===== src/rtl/event_counter.sv =====
// Up/down event counter driven by two raw push buttons, with range modes, clear, hold and wrap pulse.
// Optional debounce FSMs are compiled in with EVENT_COUNTER_DEBOUNCE_EN; otherwise steps come from edge detection.
module event_counter #(
    parameter int unsigned DB_CYCLES = 16
) (
    input  logic        clk,
    input  logic        rst_n,
    input  logic        btn_up,
    input  logic        btn_dn,
    input  logic        clr,
    input  logic        hold,
    input  logic [1:0]  mode,
    output logic [13:0] cnt1,
    output logic [1:0]  mod_sel,
    output logic        valid,
    output logic        dp_en,
    output logic [1:0]  dp_sel,
    output logic        wrap
);

    localparam int unsigned CNT_W = 14;
    localparam int          NBTN  = 2;

    localparam logic [CNT_W-1:0] MAX_M0 = CNT_W'(255);
    localparam logic [CNT_W-1:0] MAX_M1 = CNT_W'(99);
    localparam logic [CNT_W-1:0] MAX_M2 = CNT_W'(9999);

    if (DB_CYCLES < 2 || DB_CYCLES > 65535) begin : g_db_range_err
        $error("event_counter: DB_CYCLES must be within 2..65535");
    end

    // Bit 0 is the up button, bit 1 the down button throughout.
    logic [NBTN-1:0] btn_raw;
    logic [NBTN-1:0] sync1_q;
    logic [NBTN-1:0] sync2_q;
    logic [NBTN-1:0] step_c;

    assign btn_raw = {btn_dn, btn_up};

    // Two-flop synchronizer for the asynchronous buttons.
    always_ff @(posedge clk or negedge rst_n) begin
        if (!rst_n) begin
            sync1_q <= '0;
            sync2_q <= '0;
        end else begin
            sync1_q <= btn_raw;
            sync2_q <= sync1_q;
        end
    end

`ifdef EVENT_COUNTER_DEBOUNCE_EN
    localparam int unsigned DB_W = $clog2(DB_CYCLES);

    typedef enum logic [1:0] {
        IDLE       = 2'd0,
        PRESS_WAIT = 2'd1,
        PRESSED    = 2'd2,
        REL_WAIT   = 2'd3
    } db_state_e;

    db_state_e       state_q  [NBTN];
    db_state_e       state_d  [NBTN];
    logic [DB_W-1:0] db_cnt_q [NBTN];
    logic [DB_W-1:0] db_cnt_d [NBTN];
    logic [NBTN-1:0] step_q;
    logic [NBTN-1:0] step_d;

    always_ff @(posedge clk or negedge rst_n) begin
        if (!rst_n) begin
            for (int i = 0; i < NBTN; i++) begin
                state_q[i]  <= IDLE;
                db_cnt_q[i] <= '0;
            end
            step_q <= '0;
        end else begin
            for (int i = 0; i < NBTN; i++) begin
                state_q[i]  <= state_d[i];
                db_cnt_q[i] <= db_cnt_d[i];
            end
            step_q <= step_d;
        end
    end

    // The IDLE exit sample counts as the first of the DB_CYCLES stable samples.
    always_comb begin
        step_d = '0;
        for (int i = 0; i < NBTN; i++) begin
            state_d[i]  = state_q[i];
            db_cnt_d[i] = db_cnt_q[i];
            case (state_q[i])
                IDLE: begin
                    if (sync2_q[i]) begin
                        state_d[i]  = PRESS_WAIT;
                        db_cnt_d[i] = DB_W'(1);
                    end
                end
                PRESS_WAIT: begin
                    if (!sync2_q[i]) begin
                        state_d[i]  = IDLE;
                        db_cnt_d[i] = '0;
                    end else if (db_cnt_q[i] == DB_W'(DB_CYCLES - 1)) begin
                        state_d[i]  = PRESSED;
                        db_cnt_d[i] = '0;
                        step_d[i]   = 1'b1;
                    end else begin
                        db_cnt_d[i] = db_cnt_q[i] + DB_W'(1);
                    end
                end
                PRESSED: begin
                    if (!sync2_q[i]) begin
                        state_d[i]  = REL_WAIT;
                        db_cnt_d[i] = DB_W'(1);
                    end
                end
                REL_WAIT: begin
                    if (sync2_q[i]) begin
                        state_d[i]  = PRESSED;
                        db_cnt_d[i] = '0;
                    end else if (db_cnt_q[i] == DB_W'(DB_CYCLES - 1)) begin
                        state_d[i]  = IDLE;
                        db_cnt_d[i] = '0;
                    end else begin
                        db_cnt_d[i] = db_cnt_q[i] + DB_W'(1);
                    end
                end
                default: begin
                    state_d[i]  = IDLE;
                    db_cnt_d[i] = '0;
                end
            endcase
        end
    end

    assign step_c = step_q;
`else
    logic [NBTN-1:0] prev_q;

    always_ff @(posedge clk or negedge rst_n) begin
        if (!rst_n) begin
            prev_q <= '0;
        end else begin
            prev_q <= sync2_q;
        end
    end

    assign step_c = sync2_q & ~prev_q;
`endif

    logic [CNT_W-1:0] cnt_q,     cnt_d;
    logic [1:0]       mod_sel_q, mod_sel_d;
    logic             valid_q,   valid_d;
    logic             wrap_q,    wrap_d;
    logic             dp_en_q,   dp_en_d;
    logic             started_q, started_d;
    logic [CNT_W-1:0] max_c;

    function automatic logic [CNT_W-1:0] max_of(input logic [1:0] m);
        case (m)
            2'd0:    max_of = MAX_M0;
            2'd1:    max_of = MAX_M1;
            2'd2:    max_of = MAX_M2;
            default: max_of = '0;
        endcase
    endfunction

    always_ff @(posedge clk or negedge rst_n) begin
        if (!rst_n) begin
            cnt_q     <= '0;
            mod_sel_q <= '0;
            valid_q   <= 1'b0;
            wrap_q    <= 1'b0;
            dp_en_q   <= 1'b0;
            started_q <= 1'b0;
        end else begin
            cnt_q     <= cnt_d;
            mod_sel_q <= mod_sel_d;
            valid_q   <= valid_d;
            wrap_q    <= wrap_d;
            dp_en_q   <= dp_en_d;
            started_q <= started_d;
        end
    end

    // Priority: first-cycle load, mode change, clr, hold, then steps.
    always_comb begin
        cnt_d     = cnt_q;
        mod_sel_d = mod_sel_q;
        valid_d   = valid_q;
        wrap_d    = 1'b0;
        dp_en_d   = hold;
        started_d = 1'b1;
        max_c     = max_of(mod_sel_q);

        if (!started_q) begin
            mod_sel_d = mode;
            cnt_d     = '0;
            valid_d   = (mode != 2'd3);
        end else if (mode != mod_sel_q) begin
            mod_sel_d = mode;
            cnt_d     = '0;
            valid_d   = 1'b0;
        end else begin
            valid_d = (mod_sel_q != 2'd3);
            if (mod_sel_q == 2'd3) begin
                cnt_d = '0;
            end else if (clr) begin
                cnt_d = '0;
            end else if (!hold) begin
                case (step_c)
                    2'b01: begin
                        if (cnt_q >= max_c) begin
                            cnt_d  = '0;
                            wrap_d = 1'b1;
                        end else begin
                            cnt_d = cnt_q + CNT_W'(1);
                        end
                    end
                    2'b10: begin
                        if (cnt_q == '0) begin
                            cnt_d  = max_c;
                            wrap_d = 1'b1;
                        end else begin
                            cnt_d = cnt_q - CNT_W'(1);
                        end
                    end
                    default: cnt_d = cnt_q;
                endcase
            end
        end
    end

    assign cnt1    = cnt_q;
    assign mod_sel = mod_sel_q;
    assign valid   = valid_q;
    assign wrap    = wrap_q;
    assign dp_en   = dp_en_q;
    assign dp_sel  = 2'd3;

endmodule


===== config.mk =====
export PLATFORM = sky130hd
export DESIGN_NAME = event_counter
export DESIGN_NICKNAME = d
export VERILOG_FILES = /design/src/rtl/event_counter.sv
export SDC_FILE = /design/constraint.sdc
export NUM_CORES = 1
export LEC_CHECK = 0
export BUFFER_PORTS_ARGS = -buffer_cell sky130_fd_sc_hd__buf_4
export CAP_MARGIN = 20
export CORE_UTILIZATION = 50
export DETAILED_ROUTE_END_ITERATION = 12
export PLACE_DENSITY = 0.73
export SLEW_MARGIN = 15
export SYNTH_ARGS = -nofsm -noshare
export SYNTH_HDL_FRONTEND = slang
export SYNTH_SLANG_ARGS = --single-unit

===== constraint.sdc =====
create_clock -name clk -period 3.3 [get_ports clk]
set_clock_uncertainty 0.05 [all_clocks]
set_input_delay 0.33 -clock clk [delete_from_list [all_inputs] [get_ports clk]]
set_output_delay 0.33 -clock clk [all_outputs]
set_load 0.01 [all_outputs]

==> key figures, run 1 <==
Run status
  • Status: finished, final reports clean

Die
  • I/O pin total: 29
  • Placement Rows: 22
  • DIE HEIGHT: 64.5 µm
  • Total die area: 4160 µm²
  • Die extent in x: 64.5 µm
  • Initial Utilization: 0.529
  • Core area: 3690 µm²

GRT
  • Antenna violations before repair: 0
  • GRT Total Usage: 0.260
  • Largest net degree at the start of global routing: 27
  • Number of global-route vias before repair: 1,727
  • Grt total ovfl: 0
  • First-pass GRT wire length: 8400 µm

Critical path
  • Crit path launch: mod_sel[0]
  • Worst path slowest cell: dfrtp_1
  • Critical Path AT: 3.17 ns
  • Worst r2r dst: cnt1[3]
  • R2r startpoint: mod_sel[0]
  • CP cell instances: or2_2 > ha_1 > a211o_1 > a21oi_2 > o211ai_1 > a221o_1 > or2_1 > o32a_1 > o21ai_2
  • Worst setup path end: cnt1[3]
  • Crit-path max FO: 9
  • CP startpoint kind: register
  • R2R depth: 9
  • Critical Path RT: 3.46 ns
  • R2R Setup Slk: 0.29 ns
  • Worst setup path class: register to register
  • Crit end category: register
  • CP max stage delay: 0.48 ns

Logic synthesis
  • Synth top area cells: dfrtp_1 (33%), ha_1 (10%), nand2_1 (5.0%)
  • EDFF count, synth: 0
  • Synth Warn #: 0
  • Mean Syn Cell Area: 8.23 µm²
  • Top cell type by total area after synthesis: dfrtp_1
  • Post-Syn Area: 1950 µm²
  • Netlist cell types: 50
  • Ys flop type: dfrtp_1
  • Sequential fraction of the synthesis area: 0.334
  • Mapped Cells: 237
  • Top cell type's share of synthesized area: 0.334
  • FF+latch count, synth: 26
  • Synth async-reset ratio: 1.00

Timing
  • Unrepaired setup endpoints after global routing: no
  • Setup WS post-layout: 0.285 ns
  • Relative slew margins: 0.490
  • Crit path time final: 3.01 ns
  • Final Max Slew Viols: 0
  • Fin crit share: 0.914
  • Final Hold Viols: 0
  • Peak Freq: 332 MHz
  • Worst slew pin tran: 0.764 ns
  • Final setup viols: 0
  • Setup TNS Final: 0 ns

Placed design
  • Routability cong.: 0.899
  • Final HPWL DP: 3390 µm
  • Port Buffers: 26
  • Post-place setup slack: 0.324 ns

Pwr
  • Switching Fraction: 0.338
  • Internal power: 0.000605 W
  • Net switching power figure: 0.000308 W
  • Clk pwr share: 0.289
  • Max VDD drop: 0.000194 V
  • Lkg Pwr: 1.04 nW
  • Gate power share: 0.316
  • Flop pwr share: 0.395
  • Pwr dens: 412 nW/µm²

Route
  • Vias per cell: 6.13
  • Detail Route Antenna Nets: 0
  • Post-route DRC: 0
  • Routed wire length: 4760 µm
  • 1st-pass router iterations: 4
  • 1st-iter DRT viols: 180
  • Wire length per cell: 15.7 µm
  • Vias: 1,865

Clock network
  • H-Tree Depth: 1
  • Clock sinks: 26
  • Clk_lat worst skew: 0.27 ns
  • Resize count post-CTS: 0
  • # hold bufs at CTS: 1
  • Number of buffers created by CTS: 3
  • CTS tree: yes
  • CTS Buffer Depth: 2
  • Root buffer cell: clkbuf_8
  • Clock transition at path regs: 0.09 ns
  • Setup bufs post-CTS: 0

Job
  • Max_cap viols: 0

Final layout
  • Ant diodes: 0
  • Area growth, synth to finish: 13.7%
  • Final nets: 281
  • Layout cell share with drive strength beyond 1: 0.164

Hold path
  • Worst hold path class: input pin to register
  • Hold Crit Depth: 1
  • Hold path start: btn_dn
[layout make-up]
class,count,area [µm²]
timing repair buffer,30,228
sequential,26,651
clock buffer,3,41.3
fill,349,1470
tap,48,60.1
clock inverter,1,30.0
multi-input combinational,184,1160
inverter,12,45.0
[kinds of logic (layout without fill, tap and decap cells)]
kind of cell / count (synthesis) / after routing / share of synthesized area
flip-flops: 26 / 26 / 0.334
AND/OR/NAND/NOR: 91 / 91 / 0.235
other: 1 / 3 / 0.00192
XOR/XNOR: 6 / 6 / 0.0269
AO/OA/AOI/OAI: 68 / 68 / 0.226
buffers and inverters: 29 / 46 / 0.0744
adder cells (fa/ha/maj): 16 / 16 / 0.103
[synthesized netlist by cell type (3+ instances only)]
master	n
dfrtp_1	26
nand2_1	26
o21ai_0	18
ha_1	16
nor2_1	16
a21oi_1	15
inv_1	12
nand3_1	11
nor3_1	11
clkbuf_1	8
and3_1	7
a31oi_1	5
o211ai_1	5
xnor2_1	5
a22oi_1	4
nor4_1	4
a211oi_1	3
and2_1	3
buf_2	3
[flip-flops by register name, indices dropped and copies added (netlist names)]
signal and flops:
wrap 1, sync1_q 2, dp_en 1, cnt1 14
valid 1, sync2_q 2, started_q 1, mod_sel 2
prev_q 2
[placed cells by master (no fill, tap or decap), types with 2 or more instances in the layout]
cell      instances
buf_4            29
xnor2_1           5
o21a_1            2
o211ai_1          5
dfrtp_1          26
inv_1            12
a211o_1           2
and3_1            7
a21oi_1          15
ha_1             16
o21ai_0          18
nor2b_1           2
conb_1            3
clkbuf_8          3
or2_2             2
a22oi_1           4
nor4_1            4
and2_1            3
nand2b_1          2
nand4_1           2
nor3_1           11
a211oi_1          3
a31oi_1           5
nand3_1          11
nand2_1          26
nor2_1           16
[critical path: cells and delay by family, from the launching register on]
family / cells / cell delay (ns)
DFF: 1 / 0.48
and+or+nand+nor: 2 / 0.74
AOI/OAI and AO/OA: 6 / 1.38
adders and majority gates: 1 / 0.30
[power by group through the flow]
stage	Sequential [W]	Clock, W	Combinational [W]
3_5_place_dp	0.000367	0	0.000282
4_1_cts	0.000361	0.000268	0.000285
3_3_place_gp	0.000367	0	0.000281
6_report	0.000361	0.000264	0.000288
5_1_grt	0.000365	0.000287	0.000329
2_1_floorplan	0.000363	0	0.000205
[routing by layer]
| metal | part of all wire | up-vias | track usage |
|---|---|---|---|
| met2 | 0.45 | 79 | 0.412 |
| met5 | 0 | - | 0 |
| met3 | 0.083 | 9 | 0.0264 |
| met4 | 0.017 | 0 | 0.0833 |
| met1 | 0.45 | 891 | 0.372 |
| li1 | - | 886 | - |
[stage by stage]
stage                     utilization  hold slack [ns]  std cells  instance area, µm²  total power, W
after floorplan                     -          -0.0156        239                1960        0.000567
after global placement          0.579            0.209        299                2140        0.000648
after detailed placement        0.579            0.209        299                2140        0.000649
after CTS                       0.601            0.112        304                2220        0.000914
after global routing            0.601            0.103        304                2220        0.000981
final                           0.601            0.111        304                2220        0.000913
[worst min-delay path by stage]
stage,endpoint,slack [ns]
after global routing,sync1_q[0],0.10
final,sync1_q[1],0.11
after floorplan,cnt1[0],-0.02
after global placement,sync2_q[0],0.21
after CTS,sync1_q[0],0.11
after detailed placement,prev_q[0],0.21
Note: power is estimated with default switching activity, not from simulation.
==> run 2: changes to the inputs <==
GPL_TIMING_DRIVEN = 0   (was default)
==> run 2 against run 1 <==
Maximum frequency shrank 4.2%. Register-to-register slack lost 0.13 ns. Combinational power grew 5%.
==> key figures, run 2 (synthesized netlist as in run 1, its figures left out) <==
Die
  • Die extent in x: 64.5 µm (unchanged)
  • Core area: 3690 µm² (unchanged)
  • Placement Rows: 22 (unchanged)
  • Initial Utilization: 0.529 (unchanged)
  • I/O pin total: 29 (unchanged)
  • DIE HEIGHT: 64.5 µm (unchanged)
  • Total die area: 4160 µm² (unchanged)

Timing
  • Final Max Slew Viols: 0 (unchanged)
  • Setup TNS Final: 0 ns (unchanged)
  • Worst slew pin tran: 0.634 ns (was 0.764 ns)
  • Final Hold Viols: 0 (unchanged)
  • Crit path time final: 3.15 ns (was 3.01 ns)
  • Final setup viols: 0 (unchanged)
  • Relative slew margins: 0.573 (was 0.490)
  • Unrepaired setup endpoints after global routing: no (unchanged)
  • Peak Freq: 318 MHz (was 332 MHz)
  • Fin crit share: 0.954 (was 0.914)

Critical path
  • CP startpoint kind: register (unchanged)
  • Worst setup path class: register to register (unchanged)
  • Crit end category: register (unchanged)
  • Critical Path RT: 3.46 ns (about the same)
  • Crit-path max FO: 8 (was 9)
  • Worst path slowest cell: a221o_2 (was dfrtp_1)
  • CP max stage delay: 0.50 ns (was 0.48 ns)
  • Worst r2r dst: cnt1[3] (unchanged)
  • R2R depth: 11 (was 9)
  • CP cell instances: buf_2 > or2_2 > ha_1 > a211o_1 > a21oi_2 > o211ai_1 > a221o_2 > or2_1 > buf_6 > o32a_1 > o21ai_2 (was or2_2 > ha_1 > a211o_1 > a21oi_2 > o211ai_1 > a221o_1 > or2_1 > o32a_1 > o21ai_2)
  • R2r startpoint: mod_sel[1] (was mod_sel[0])
  • R2R Setup Slk: 0.15 ns (was 0.29 ns)
  • Critical Path AT: 3.31 ns (was 3.17 ns)

Pwr
  • Max VDD drop: 0.000205 V (was 0.000194 V)
  • Pwr dens: 382 nW/µm² (was 412 nW/µm²)
  • Lkg Pwr: 1.07 nW (was 1.04 nW)

Job
  • Max_cap viols: 0 (unchanged)

Route
  • Wl on met1: 2190 µm (was 2120 µm)
  • Post-route DRC: 0 (unchanged)
  • Vias: 1,853 (was 1,865)
  • 1st-iter DRT viols: 155 (was 180)
  • Routed wire length: 4820 µm (was 4760 µm)
  • Vias per cell: 5.83 (was 6.13)
  • Top Layer Used: met4 (unchanged)
  • 1st-pass router iterations: 4 (unchanged)
  • Wire length per cell: 15.2 µm (was 15.7 µm)
  • Detail Route Antenna Nets: 0 (unchanged)
  • Met2 Routed Length: 2310 µm (was 2160 µm)
  • Met3 WL: 241 µm (was 393 µm)

Clock network
  • Clock sinks: 26 (unchanged)
  • Root buffer cell: clkbuf_8 (unchanged)
  • Clock transition at path regs: 0.09 ns (about the same)
  • Setup bufs post-CTS: 0 (unchanged)
  • Clk_lat worst skew: 0.28 ns (was 0.27 ns)
  • H-Tree Depth: 1 (unchanged)
  • Number of buffers created by CTS: 3 (unchanged)
  • CTS tree: yes (unchanged)
  • CTS Buffer Depth: 2 (unchanged)

Hold path
  • Hold Crit Depth: 1 (unchanged)
  • Worst hold endpoint: sync1_q[0] (was sync1_q[1])
  • Hold path start: btn_up (was btn_dn)
  • Worst hold path class: input pin to register (unchanged)

Placed design
  • Port Buffers: 26 (unchanged)
  • Area post-placement: 2210 µm² (was 2140 µm²)
  • DP Cell Count: 313 (was 299)
  • Routability cong.: 0.875 (was 0.899)
  • Final HPWL DP: 3530 µm (was 3390 µm)

GRT
  • Grt total ovfl: 0 (unchanged)
  • First-pass GRT wire length: 8230 µm (was 8400 µm)
  • GRT Total Usage: 0.256 (was 0.260)
  • Largest net degree at the start of global routing: 27 (unchanged)
  • Antenna violations before repair: 0 (unchanged)
  • Number of global-route vias before repair: 1,727 (unchanged)

Final layout
  • Ant diodes: 0 (unchanged)
  • Area growth, synth to finish: 17.0% (was 13.7%)
  • Layout cell share with drive strength beyond 1: 0.178 (was 0.164)
  • Max FFs per register: 14 (unchanged)
  • Commonest cells after routing, fill and taps aside: buf_4 (28), nand2_1 (26), dfrtp_1 (26), o21ai_0 (18) (was buf_4 (29), nand2_1 (26), dfrtp_1 (26), o21ai_0 (18))
  • Final instance area: 2280 µm² (was 2220 µm²)
  • Commonest non-fill, non-tap cell in the layout: buf_4 (unchanged)
  • Final nets: 295 (was 281)
  • Non-filler cells in the finished layout: 318 (was 304)

Run status
  • Status: finished, final reports clean (unchanged)
==> run 2: layout make-up <==
type	instances	area [µm²]
Fill cell	358	1410
Multi-Input combinational cell	184	1160
Sequential cell	26	651
Timing Repair Buffer	27	205
Buffer	17	103
Tap cell	48	60.1
Clock buffer	4	55.1
Inverter	12	45.0
==> run 2: how the worst max path moves through the flow <==
stage	cells past startpoint	startpoint	end	slack, ns
2_1_floorplan	11	mod_sel[1]	cnt1[3]	0.40
3_3_place_gp	11	mod_sel[1]	cnt1[3]	0.18
3_5_place_dp	11	mod_sel[1]	cnt1[3]	0.18
4_1_cts	11	mod_sel[1]	cnt1[3]	0.15
5_1_grt	11	mod_sel[1]	cnt1[9]	0.01
6_report	11	mod_sel[1]	cnt1[3]	0.15
==> run 2: per-stage QoR <==
stage	worst slack (ns)	hold WS, ns	util	total power [W]
final	0.153	0.102	0.619	0.000872
after global routing	0.0123	0.0976	0.619	0.000928
after CTS	0.147	0.0998	0.618	0.000873
after detailed placement	0.177	0.212	0.600	0.000655
after global placement	0.180	0.210	0.600	0.000652
after floorplan	0.395	-0.0156	-	0.000567
==> run 2: critical path: cells and delay by family (launching register included) <==
| kind | cells | cell delay, ns |
|---|---|---|
| flip-flops | 1 | 0.38 |
| buffers and inverters | 2 | 0.32 |
| AND/OR/NAND/NOR | 2 | 0.63 |
| AO/OA/AOI/OAI | 6 | 1.40 |
| adder cells (fa/ha/maj) | 1 | 0.30 |
==> run 2: what timing repair did <==
item	4_1_cts	5_1_grt
hold endpoints to repair	26	0
hold buffers	1	0
setup endpoints to repair	0	1
gates resized for setup	0	2
==> run 2: power breakdown <==
part	total (W)	internal (W)	switching (W)
sequential	0.000357	0.000334	0.0000226
clock	0.000214	0.000107	0.000107
combinational	0.000301	0.000116	0.000186
total	0.000872	0.000557	0.000315
==> run 2: layer usage <==
metal / up-vias / track usage
met3: 11 / 0.0387
met1: 882 / 0.344
met5: - / 0
met4: 0 / 0.0833
met2: 48 / 0.418
li1: 912 / -
